`src/rtl/debug_output_fifo_if.sv`:
```
// Bus and drain signal bundle for debug_output_fifo: Wishbone slave side plus valid/ready drain.
// The DUT takes the slave modport; a bus master / consumer model takes the master modport.
interface debug_output_fifo_if #(
   parameter int unsigned DW = 8
);
   logic          i_wb_adr;
   logic [31:0]   i_wb_dat;
   logic          i_wb_we;
   logic          i_wb_cyc;
   logic          i_wb_stb;
   logic          o_wb_ack;
   logic [31:0]   o_wb_rdt;
   logic          o_debug_valid;
   logic [DW-1:0] o_debug_data;
   logic          i_debug_ready;

   modport slave (
      input  i_wb_adr, i_wb_dat, i_wb_we, i_wb_cyc, i_wb_stb, i_debug_ready,
      output o_wb_ack, o_wb_rdt, o_debug_valid, o_debug_data
   );

   modport master (
      output i_wb_adr, i_wb_dat, i_wb_we, i_wb_cyc, i_wb_stb, i_debug_ready,
      input  o_wb_ack, o_wb_rdt, o_debug_valid, o_debug_data
   );
endinterface

```
`src/rtl/debug_output_fifo.sv`:
```
// Wishbone-fed first-word-fall-through debug FIFO with valid/ready drain and STATUS register.
// Define DEBUG_OUTPUT_FIFO_OVERWRITE_EN to drop the oldest entry (instead of the new word) when full.
module debug_output_fifo #(
   parameter  int unsigned DW    = 8,
   parameter  int unsigned DEPTH = 16,
   localparam int unsigned CW    = $clog2(DEPTH) + 1
) (
   input logic                i_wb_clk,
   input logic                i_rst_n,
   debug_output_fifo_if.slave bus
);
   localparam int unsigned   AW      = $clog2(DEPTH);
   localparam logic [AW-1:0] PtrOne  = AW'(1);
   localparam logic [CW-1:0] LvlOne  = CW'(1);
   localparam logic [CW-1:0] LvlFull = CW'(DEPTH);

   logic [DW-1:0] mem [DEPTH];
   logic [AW-1:0] wr_ptr_q, rd_ptr_q;
   logic [CW-1:0] level_q, level_d;
   logic          ovf_q;
   logic [7:0]    drop_q;
   logic          ack_q;
   logic [31:0]   rdt_q;

   logic          req, push, pop, full, empty, ovf_evt, clr, wr_en, adv_rd;
   logic [DW-1:0] head;
   logic [31:0]   status, rd_val;

   always_comb begin
      empty   = (level_q == '0);
      full    = (level_q == LvlFull);
      req     = bus.i_wb_cyc & bus.i_wb_stb & ~ack_q;
      push    = req & bus.i_wb_we & ~bus.i_wb_adr;
      pop     = ~empty & bus.i_debug_ready;
      ovf_evt = push & full & ~pop;
      clr     = req & bus.i_wb_we & bus.i_wb_adr & bus.i_wb_dat[18];
`ifdef DEBUG_OUTPUT_FIFO_OVERWRITE_EN
      wr_en   = push;
      adv_rd  = pop | ovf_evt;
`else
      wr_en   = push & ~ovf_evt;
      adv_rd  = pop;
`endif
      level_d = level_q;
      if (wr_en && !adv_rd) begin
         level_d = level_q + LvlOne;
      end else if (adv_rd && !wr_en) begin
         level_d = level_q - LvlOne;
      end

      // Memory is not reset, so mask the head while empty.
      head = empty ? '0 : mem[rd_ptr_q];

      status         = '0;
      status[CW-1:0] = level_q;
      status[16]     = empty;
      status[17]     = full;
      status[18]     = ovf_q;
      status[31:24]  = drop_q;

      rd_val = '0;
      if (!bus.i_wb_we) begin
         if (bus.i_wb_adr) begin
            rd_val = status;
         end else begin
            rd_val[DW-1:0] = head;
         end
      end
   end

   always_ff @(posedge i_wb_clk) begin
      if (wr_en) begin
         mem[wr_ptr_q] <= bus.i_wb_dat[DW-1:0];
      end
   end

   always_ff @(posedge i_wb_clk or negedge i_rst_n) begin
      if (!i_rst_n) begin
         wr_ptr_q <= '0;
         rd_ptr_q <= '0;
         level_q  <= '0;
         ovf_q    <= 1'b0;
         drop_q   <= '0;
         ack_q    <= 1'b0;
         rdt_q    <= '0;
      end else begin
         ack_q   <= req;
         level_q <= level_d;
         if (req) begin
            rdt_q <= rd_val;
         end
         if (wr_en) begin
            wr_ptr_q <= wr_ptr_q + PtrOne;
         end
         if (adv_rd) begin
            rd_ptr_q <= rd_ptr_q + PtrOne;
         end
         // An overflow in the same cycle as a clear leaves a fresh count of one.
         if (ovf_evt) begin
            ovf_q  <= 1'b1;
            drop_q <= clr ? 8'd1 : ((drop_q == 8'hff) ? drop_q : drop_q + 8'd1);
         end else if (clr) begin
            ovf_q  <= 1'b0;
            drop_q <= '0;
         end
      end
   end

   assign bus.o_wb_ack      = ack_q;
   assign bus.o_wb_rdt      = rdt_q;
   assign bus.o_debug_valid = ~empty;
   assign bus.o_debug_data  = head;
endmodule

```
`src/flat_wrapper.sv`:
```
// flat-port wrapper written by rule: the top's interface ports become plain ports
module debug_output_fifo_flat 
#(
   parameter  int unsigned DW    = 8,
   parameter  int unsigned DEPTH = 16,
   localparam int unsigned CW    = $clog2(DEPTH) + 1
)
  (i_wb_clk, i_rst_n, bus_i_wb_adr, bus_i_wb_dat, bus_i_wb_we, bus_i_wb_cyc, bus_i_wb_stb, bus_i_debug_ready, bus_o_wb_ack, bus_o_wb_rdt, bus_o_debug_valid, bus_o_debug_data);
  debug_output_fifo_if #(.DW(DW)) bus_i ();
  input logic i_wb_clk;
  input logic i_rst_n;
  input wire logic [$bits(bus_i.i_wb_adr)-1:0] bus_i_wb_adr;
  input wire logic [$bits(bus_i.i_wb_dat)-1:0] bus_i_wb_dat;
  input wire logic [$bits(bus_i.i_wb_we)-1:0] bus_i_wb_we;
  input wire logic [$bits(bus_i.i_wb_cyc)-1:0] bus_i_wb_cyc;
  input wire logic [$bits(bus_i.i_wb_stb)-1:0] bus_i_wb_stb;
  input wire logic [$bits(bus_i.i_debug_ready)-1:0] bus_i_debug_ready;
  output wire logic [$bits(bus_i.o_wb_ack)-1:0] bus_o_wb_ack;
  output wire logic [$bits(bus_i.o_wb_rdt)-1:0] bus_o_wb_rdt;
  output wire logic [$bits(bus_i.o_debug_valid)-1:0] bus_o_debug_valid;
  output wire logic [$bits(bus_i.o_debug_data)-1:0] bus_o_debug_data;
  assign bus_i.i_wb_adr = bus_i_wb_adr;
  assign bus_i.i_wb_dat = bus_i_wb_dat;
  assign bus_i.i_wb_we = bus_i_wb_we;
  assign bus_i.i_wb_cyc = bus_i_wb_cyc;
  assign bus_i.i_wb_stb = bus_i_wb_stb;
  assign bus_i.i_debug_ready = bus_i_debug_ready;
  assign bus_o_wb_ack = bus_i.o_wb_ack;
  assign bus_o_wb_rdt = bus_i.o_wb_rdt;
  assign bus_o_debug_valid = bus_i.o_debug_valid;
  assign bus_o_debug_data = bus_i.o_debug_data;
  debug_output_fifo #(.DW(DW), .DEPTH(DEPTH)) u_core (.i_wb_clk(i_wb_clk), .i_rst_n(i_rst_n), .bus(bus_i));
endmodule
```
`config.mk`:
```
export PLATFORM = sky130hd
export DESIGN_NAME = debug_output_fifo_flat
export DESIGN_NICKNAME = d
export VERILOG_FILES = /design/src/rtl/debug_output_fifo_if.sv /design/src/rtl/debug_output_fifo.sv /design/src/flat_wrapper.sv
export SDC_FILE = /design/constraint.sdc
export NUM_CORES = 1
export LEC_CHECK = 0
export CAP_MARGIN = 15
export CORE_ASPECT_RATIO = 1.4
export CORE_MARGIN = 5
export CORE_UTILIZATION = 30
export DETAILED_ROUTE_END_ITERATION = 16
export PLACE_DENSITY_LB_ADDON = 0.12
export SYNTH_ARGS = -nofsm -noshare
export SYNTH_HDL_FRONTEND = slang
export SYNTH_SLANG_ARGS = --single-unit
```
`constraint.sdc`:
```
create_clock -name i_wb_clk -period 8.7 [get_ports i_wb_clk]
set_input_delay 1.74 -clock i_wb_clk [delete_from_list [all_inputs] [get_ports i_wb_clk]]
set_output_delay 1.74 -clock i_wb_clk [all_outputs]
set_load 0.03 [all_outputs]
```
==> reports/metrics.csv, run 1 <==
metric;value;unit
PD cells;304;mW/mm2
Root Driver;clkbuf_16;
detailed-router iteration count before antenna repair;5;
Unique masters post-synth;48;
crit-path max cell delay;0.66;ns
Critical Path, Cell by Cell;buf_4 > mux4_1 > mux2_2 > nor2_1 > a211oi_1 > clkdlybuf4s50_1;
Critical Path AT;3.18;ns
vias;3682;
sequential-to-total area share from yosys stat;68.4;%
GR Util met3;3.05;%
Rel. slew slack;24.1;%
Crit. path cell count;6;
DIE WIDTH;141;um
worst reg2reg path startpoint;u_core.level_q[1];
DIE AREA;0.0271;mm2
post-synth top area share;53.7;%
routability cong.;0.733;
maximum achievable frequency;0.203;GHz
outcome;completed;
post-layout min period;4.92;ns
Layout fillers;2214;
setup tns final;0;ns
Design Area, Final;0.00845;mm2
Residual DRC;0;
top post-synthesis cells by area;edfxtp_1 (54%), dfrtp_1 (15%), mux4_2 (8.5%);
Slew @ Worst Pin;1.13;ns
Peak VDD IR;0.000147;V
antenna-violating nets left;0;
post-CTS setup buffers;0;
Max-cap violations;0;
# resized after CTS;0;
starting density of the core;30.2;%
Yosys warning count;0;
core area;0.0237;mm2
final core occ;35.6;%
RSZ-0062 raised after global routing;no;
global-route wire length before repair;23.5;mm
Mapped Cells;423;
Ports;81;
number of global-route vias before repair;3894;
post-DR vias/cell;4.63;
Clock Sinks;170;
CTS tree;yes;
buffer and inverter count on the worst path;2;
cts hold-fix bufs;0;
R2R cell count;11;
sw frac;33.3;%
Slowest-stage cell, CP;mux4_1;
met1 Resource Use GR;13.0;%
die height;193;um
DP HPWL;10.6;mm
dpl cells;763;
Antenna diodes;0;
Final Hold Vio Count;0;
clock slew at reported path FFs;0.07;ns
min setup slack post-route;3.78;ns
final cell count without fillers;795;
H-Tree Depth;4;
top fanout value on the critical path;35;
final setup skew;0.0121;ns
worst skew pair latency;0.43;ns
setup slack, reg-to-reg;5.25;ns
Slew Viols, Final;0;
dpl ws;3.73;ns
Max clock buf depth;2;
CTS buffer count;17;
IO Port Bufs;44;
Startpoint Class;flop;
Initial DRC Count;207;
Post-Synthesis Cell Area;0.00716;mm2
Crit path required time;6.96;ns
final wirelength;15.1;mm
Int Power;1.71;mW
Setup CP Type;flop to output port;
P_leak;2.97;nW
largest net degree at the start of global routing;43;
clock power share;28.7;%
CP endpoint kind;output port;
GRT Total Usage;11.8;%
GR peak layer;met2;
Comb pwr share;32.6;%
NumNets Final;522;
initial antenna violation count;0;
syn_area_per_cell;16.9;um2
sequential share of power;38.7;%
Yosys reg bits;170;
worst flop-to-flop path endpoint;u_core.level_q[4];
Worst Setup EP;bus_o_debug_data[7];
gr ovfl total;0;
std cell rows;67;
area delta synth->final;17.9;%
HP Class;flop to flop;
overall power;2.57;mW
CP top delay family;buffers and inverters;
Final period util;56.6;%
final setup vio count;0;
CP startpoint;u_core.rd_ptr_q[1];
share of cells above drive strength 1;16.3;%
Area after DPL;0.00787;mm2
Fin Hold WS;0.497;ns
post-DR wirelength/cell;19.0;um
post-synth top area cell;edfxtp_1;
Sw Pwr;854;uW
met2 Use GR;21.7;%
==> layer usage <==
layer  part of all wire (%)  up-vias
met1                     40     1879
met3                    4.2       19
met5                      0        -
met2                     54       73
li1                       -     1711
met4                    1.8        0
==> area by class of cell <==
class | count | area (um2) | share of cell area (%)
Sequential cell | 170 | 4900 | 58.0
Multi-Input combinational cell | 223 | 2070 | 24.6
Timing Repair Buffer | 48 | 465 | 5.51
Clock buffer | 17 | 425 | 5.04
Tap cell | 310 | 388 | 4.59
Clock inverter | 15 | 151 | 1.79
Inverter | 12 | 45.0 | 0.533
==> sequential cells by signal, summed over array words and instances (netlist names) <==
| signal | cells |
|---|---|
| u_core.ovf_q | 1 |
| u_core.wr_ptr_q | 4 |
| u_core.drop_q | 8 |
| u_core.level_q | 5 |
| u_core.mem | 128 |
| u_core.bus.o_wb_ack | 1 |
| u_core.bus.o_wb_rdt | 19 |
| u_core.rd_ptr_q | 4 |
==> synth_stat cells (all sizes together) <==
cell type	number
a211oi	8
a21o	2
a21oi	5
a222oi	5
a22o	10
a22oi	3
a31oi	2
a32o	1
and2	12
and2b	1
and3	1
and3b	1
buf	23
clkbuf	7
conb	1
dfrtp	42
edfxtp	128
fa	1
ha	10
inv	12
mux2	9
mux2i	9
mux4	32
nand2	19
nand3	5
nand3b	2
nand4	3
nor2	27
nor2b	2
nor3	3
nor3b	2
nor4	2
o211ai	1
o21a	1
o21ai	15
or2	2
xnor2	11
xor2	3
==> logic make-up after synthesis <==
logic type / after synthesis / share of synthesized area, %
other cells: 1 / 0.0524
buf+inv: 42 / 3.37
simple gates: 82 / 5.96
compound gates: 53 / 5.26
xor+xnor: 14 / 1.71
mux: 50 / 13.3
fa+ha+maj: 11 / 2.03
flops: 170 / 68.4
==> worst min-delay path by stage <==
stage | to | slack, ns | start | depth (start not counted)
2_1_floorplan | u_core.ovf_q | 0.45 | u_core.ovf_q | 2
3_3_place_gp | u_core.bus.o_wb_rdt[17] | 0.48 | u_core.bus.o_wb_rdt[17] | 1
3_5_place_dp | u_core.bus.o_wb_rdt[16] | 0.49 | u_core.bus.o_wb_rdt[16] | 1
4_1_cts | u_core.bus.o_wb_rdt[17] | 0.51 | u_core.bus.o_wb_rdt[17] | 1
5_1_grt | u_core.bus.o_wb_rdt[18] | 0.53 | u_core.bus.o_wb_rdt[18] | 1
6_report | u_core.bus.o_wb_rdt[17] | 0.50 | u_core.bus.o_wb_rdt[17] | 1
==> power by group through the flow <==
stage / Clock, mW / Sequential [mW] / Combinational (mW)
6_report: 0.737 / 0.992 / 0.836
5_1_grt: 0.793 / 1.00 / 0.912
4_1_cts: 0.755 / 0.993 / 0.860
3_5_place_dp: 0 / 1.01 / 0.858
3_3_place_gp: 0 / 1.01 / 0.854
2_1_floorplan: 0 / 1.01 / 0.588
==> cells in the final DEF (no fill, tap or decap), types with 2 or more instances in the layout <==
master,instances
a211oi_1,8
a21o_1,2
a21oi_1,4
a222oi_1,5
a22o_1,10
a22oi_1,3
a31oi_1,2
and2_1,12
buf_4,4
clkbuf_16,17
clkdlybuf4s50_1,43
clkinvlp_4,2
conb_1,13
dfrtp_1,41
edfxtp_1,128
ha_1,10
inv_1,12
inv_6,5
inv_8,4
mux2_2,4
mux2_4,5
mux2i_1,9
mux4_1,5
mux4_2,27
nand2_1,19
nand3_1,5
nand3b_1,2
nand4_1,2
nor2_1,27
nor2b_1,2
nor3_1,3
o21ai_0,10
o21ai_1,5
or2_2,2
xnor2_1,11
xor2_1,3
No activity file was read; power rests on OpenSTA's default activity.
==> run 2, diff against run 1 <==
==> constraint.sdc (replaced) <==
create_clock -name i_wb_clk -period 4.5 [get_ports i_wb_clk]
set_input_delay 0.9 -clock i_wb_clk [delete_from_list [all_inputs] [get_ports i_wb_clk]]
set_output_delay 0.9 -clock i_wb_clk [all_outputs]
set_load 0.03 [all_outputs]
==> run 2 against run 1 <==
Worst hold slack improved by 0.013 ns. Global-route usage rose by 0.26 points. Die area did not move. Sequential power rose by 100%. Final cell count rose by 1.0%. Core utilization rose by 0.30 points. Critical endpoint is now bus_o_debug_data[2]. First-iteration DRC count fell by 19%. Critical path depth did not move. Design area rose by 0.84%. Worst setup slack got worse by 3.3 ns. Power rose by 95%. Largest cell class unchanged. Non-clock buffer count rose by 8.
==> reports/metrics.csv, run 2 (same netlist as run 1, synthesis figures left out) <==
metric;value;unit
crit-path max cell delay;0.69;ns
max reg flops;128;
commonest non-fill, non-tap cell in the layout;edfxtp_1;
largest net degree at the start of global routing;43;
CTS buffer count;17;
Final period util;88.5;%
area delta synth->final;18.9;%
outcome;completed;
Max-cap violations;0;
Startpoint Class;flop;
CP endpoint kind;output port;
gr ovfl total;0;
Peak VDD IR;0.000364;V
DP HPWL;11.1;mm
Antenna diodes;0;
post-layout min period;3.98;ns
Design Area, Final;0.00852;mm2
Ports;81;
Clock Sinks;170;
CTS tree;yes;
share of cells above drive strength 1;17.6;%
final setup vio count;0;
post-DR wirelength/cell;19.1;um
global-route wire length before repair;24.2;mm
detailed-router iteration count before antenna repair;4;
Slew @ Worst Pin;1.03;ns
H-Tree Depth;4;
# resized after CTS;0;
Area after DPL;0.00793;mm2
P_leak;3.01;nW
R2R cell count;11;
Root Driver;clkbuf_16;
Rel. slew slack;30.9;%
final cell count without fillers;803;
worst hold stages;1;
dpl cells;771;
post-DR vias/cell;4.62;
Setup CP Type;flop to output port;
clock slew at reported path FFs;0.07;ns
RSZ-0062 raised after global routing;no;
Slew Viols, Final;0;
Reg with most FFs;u_core.mem;
sw frac;32.7;%
Crit path required time;3.60;ns
maximum achievable frequency;0.251;GHz
Initial DRC Count;168;
Critical Path, Cell by Cell;buf_4 > mux4_1 > mux2_4 > nor2_1 > a211oi_1 > clkdlybuf4s50_1;
routability cong.;0.745;
Max clock buf depth;2;
Fin Hold WS;0.509;ns
Critical Path AT;3.08;ns
Slowest-stage cell, CP;dfrtp_2;
post-CTS setup buffers;0;
sequential share of power;39.4;%
GRT Total Usage;12.0;%
die height;193;um
HP Class;flop to flop;
initial antenna violation count;0;
Comb pwr share;31.6;%
setup tns final;0;ns
NumNets Final;530;
antenna-violating nets left;0;
vias;3706;
clock power share;29.0;%
PD cells;589;mW/mm2
Int Power;3.37;mW
DIE WIDTH;141;um
Sw Pwr;1.64;mW
final setup skew;0.00948;ns
IO Port Bufs;44;
top fanout value on the critical path;15;
Final Hold Vio Count;0;
cts hold-fix bufs;0;
std cell rows;67;
core area;0.0237;mm2
number of global-route vias before repair;3997;
worst skew pair latency;0.42;ns
DIE AREA;0.0271;mm2
Residual DRC;0;
starting density of the core;30.2;%
final wirelength;15.4;mm
overall power;5.01;mW
most frequent cells in the layout;edfxtp_1 (128), clkdlybuf4s50_1 (43), dfrtp_1 (41);
-- run 2: changes by cell type in the layout (fill, tap and decap cells not counted), sizes merged --
cell / previous run / this run
clkinv: 3 / 5
inv: 21 / 18
buf: 5 / 13
bufinv: 1 / 2
-- run 2: power groups by stage --
stage / combinational, mW / sequential, mW / clock (mW)
2_1_floorplan: 1.14 / 1.96 / 0
3_3_place_gp: 1.61 / 2.02 / 0
3_5_place_dp: 1.62 / 2.02 / 0
4_1_cts: 1.63 / 1.98 / 1.49
5_1_grt: 1.72 / 2.00 / 1.56
6_report: 1.58 / 1.98 / 1.45
-- run 2: critical path: cells and delay by family, from the launching register on --
kind | cells | cell delay (ns)
buffers and inverters | 2 | 0.92
flip-flops | 1 | 0.69
multiplexers | 2 | 0.88
AND/OR/NAND/NOR | 1 | 0.09
AO/OA/AOI/OAI | 1 | 0.07
-- run 2: layout make-up --
cell class	instances	area (um2)
clock buffers	17	425
clock inverters	15	163
fillers	2269	15200
inverters	12	45.0
multi-input cells	223	2070
flip-flops and latches	170	4900
well taps	310	388
repair buffers	56	526
-- run 2: stage by stage --
| stage | setup slack (ns) | utilization, % |
|---|---|---|
| 2_1_floorplan | 1.53 | - |
| 4_1_cts | 0.404 | 35.9 |
| 3_5_place_dp | 0.797 | 33.4 |
| 5_1_grt | 0.298 | 35.9 |
| 6_report | 0.515 | 35.9 |
| 3_3_place_gp | 0.840 | 33.4 |
-- run 2: final timing paths --
check                                               end                    start  slack, ns
worst max-delay path                bus_o_debug_data[2]       u_core.rd_ptr_q[1]       0.52
worst min-delay path            u_core.bus.o_wb_rdt[16]  u_core.bus.o_wb_rdt[16]       0.51
worst max register to register        u_core.level_q[4]        u_core.level_q[1]       1.05
worst min register to register  u_core.bus.o_wb_rdt[16]  u_core.bus.o_wb_rdt[16]       0.51
max in group asynchronous            u_core.rd_ptr_q[1]                  i_rst_n       3.19
min in group asynchronous             u_core.level_q[2]                  i_rst_n       0.63
-- run 2: metal layers --
layer / part of all wire (%) / vias to the layer above / GRT usage (%) / wire (um)
met5: 0 / - / 0 / 0
li1: - / 1726 / - / -
met2: 55 / 67 / 22.1 / 8450
met3: 3.3 / 12 / 2.88 / 501
met4: 1.2 / 0 / 3.95 / 182
met1: 41 / 1901 / 13.7 / 6250
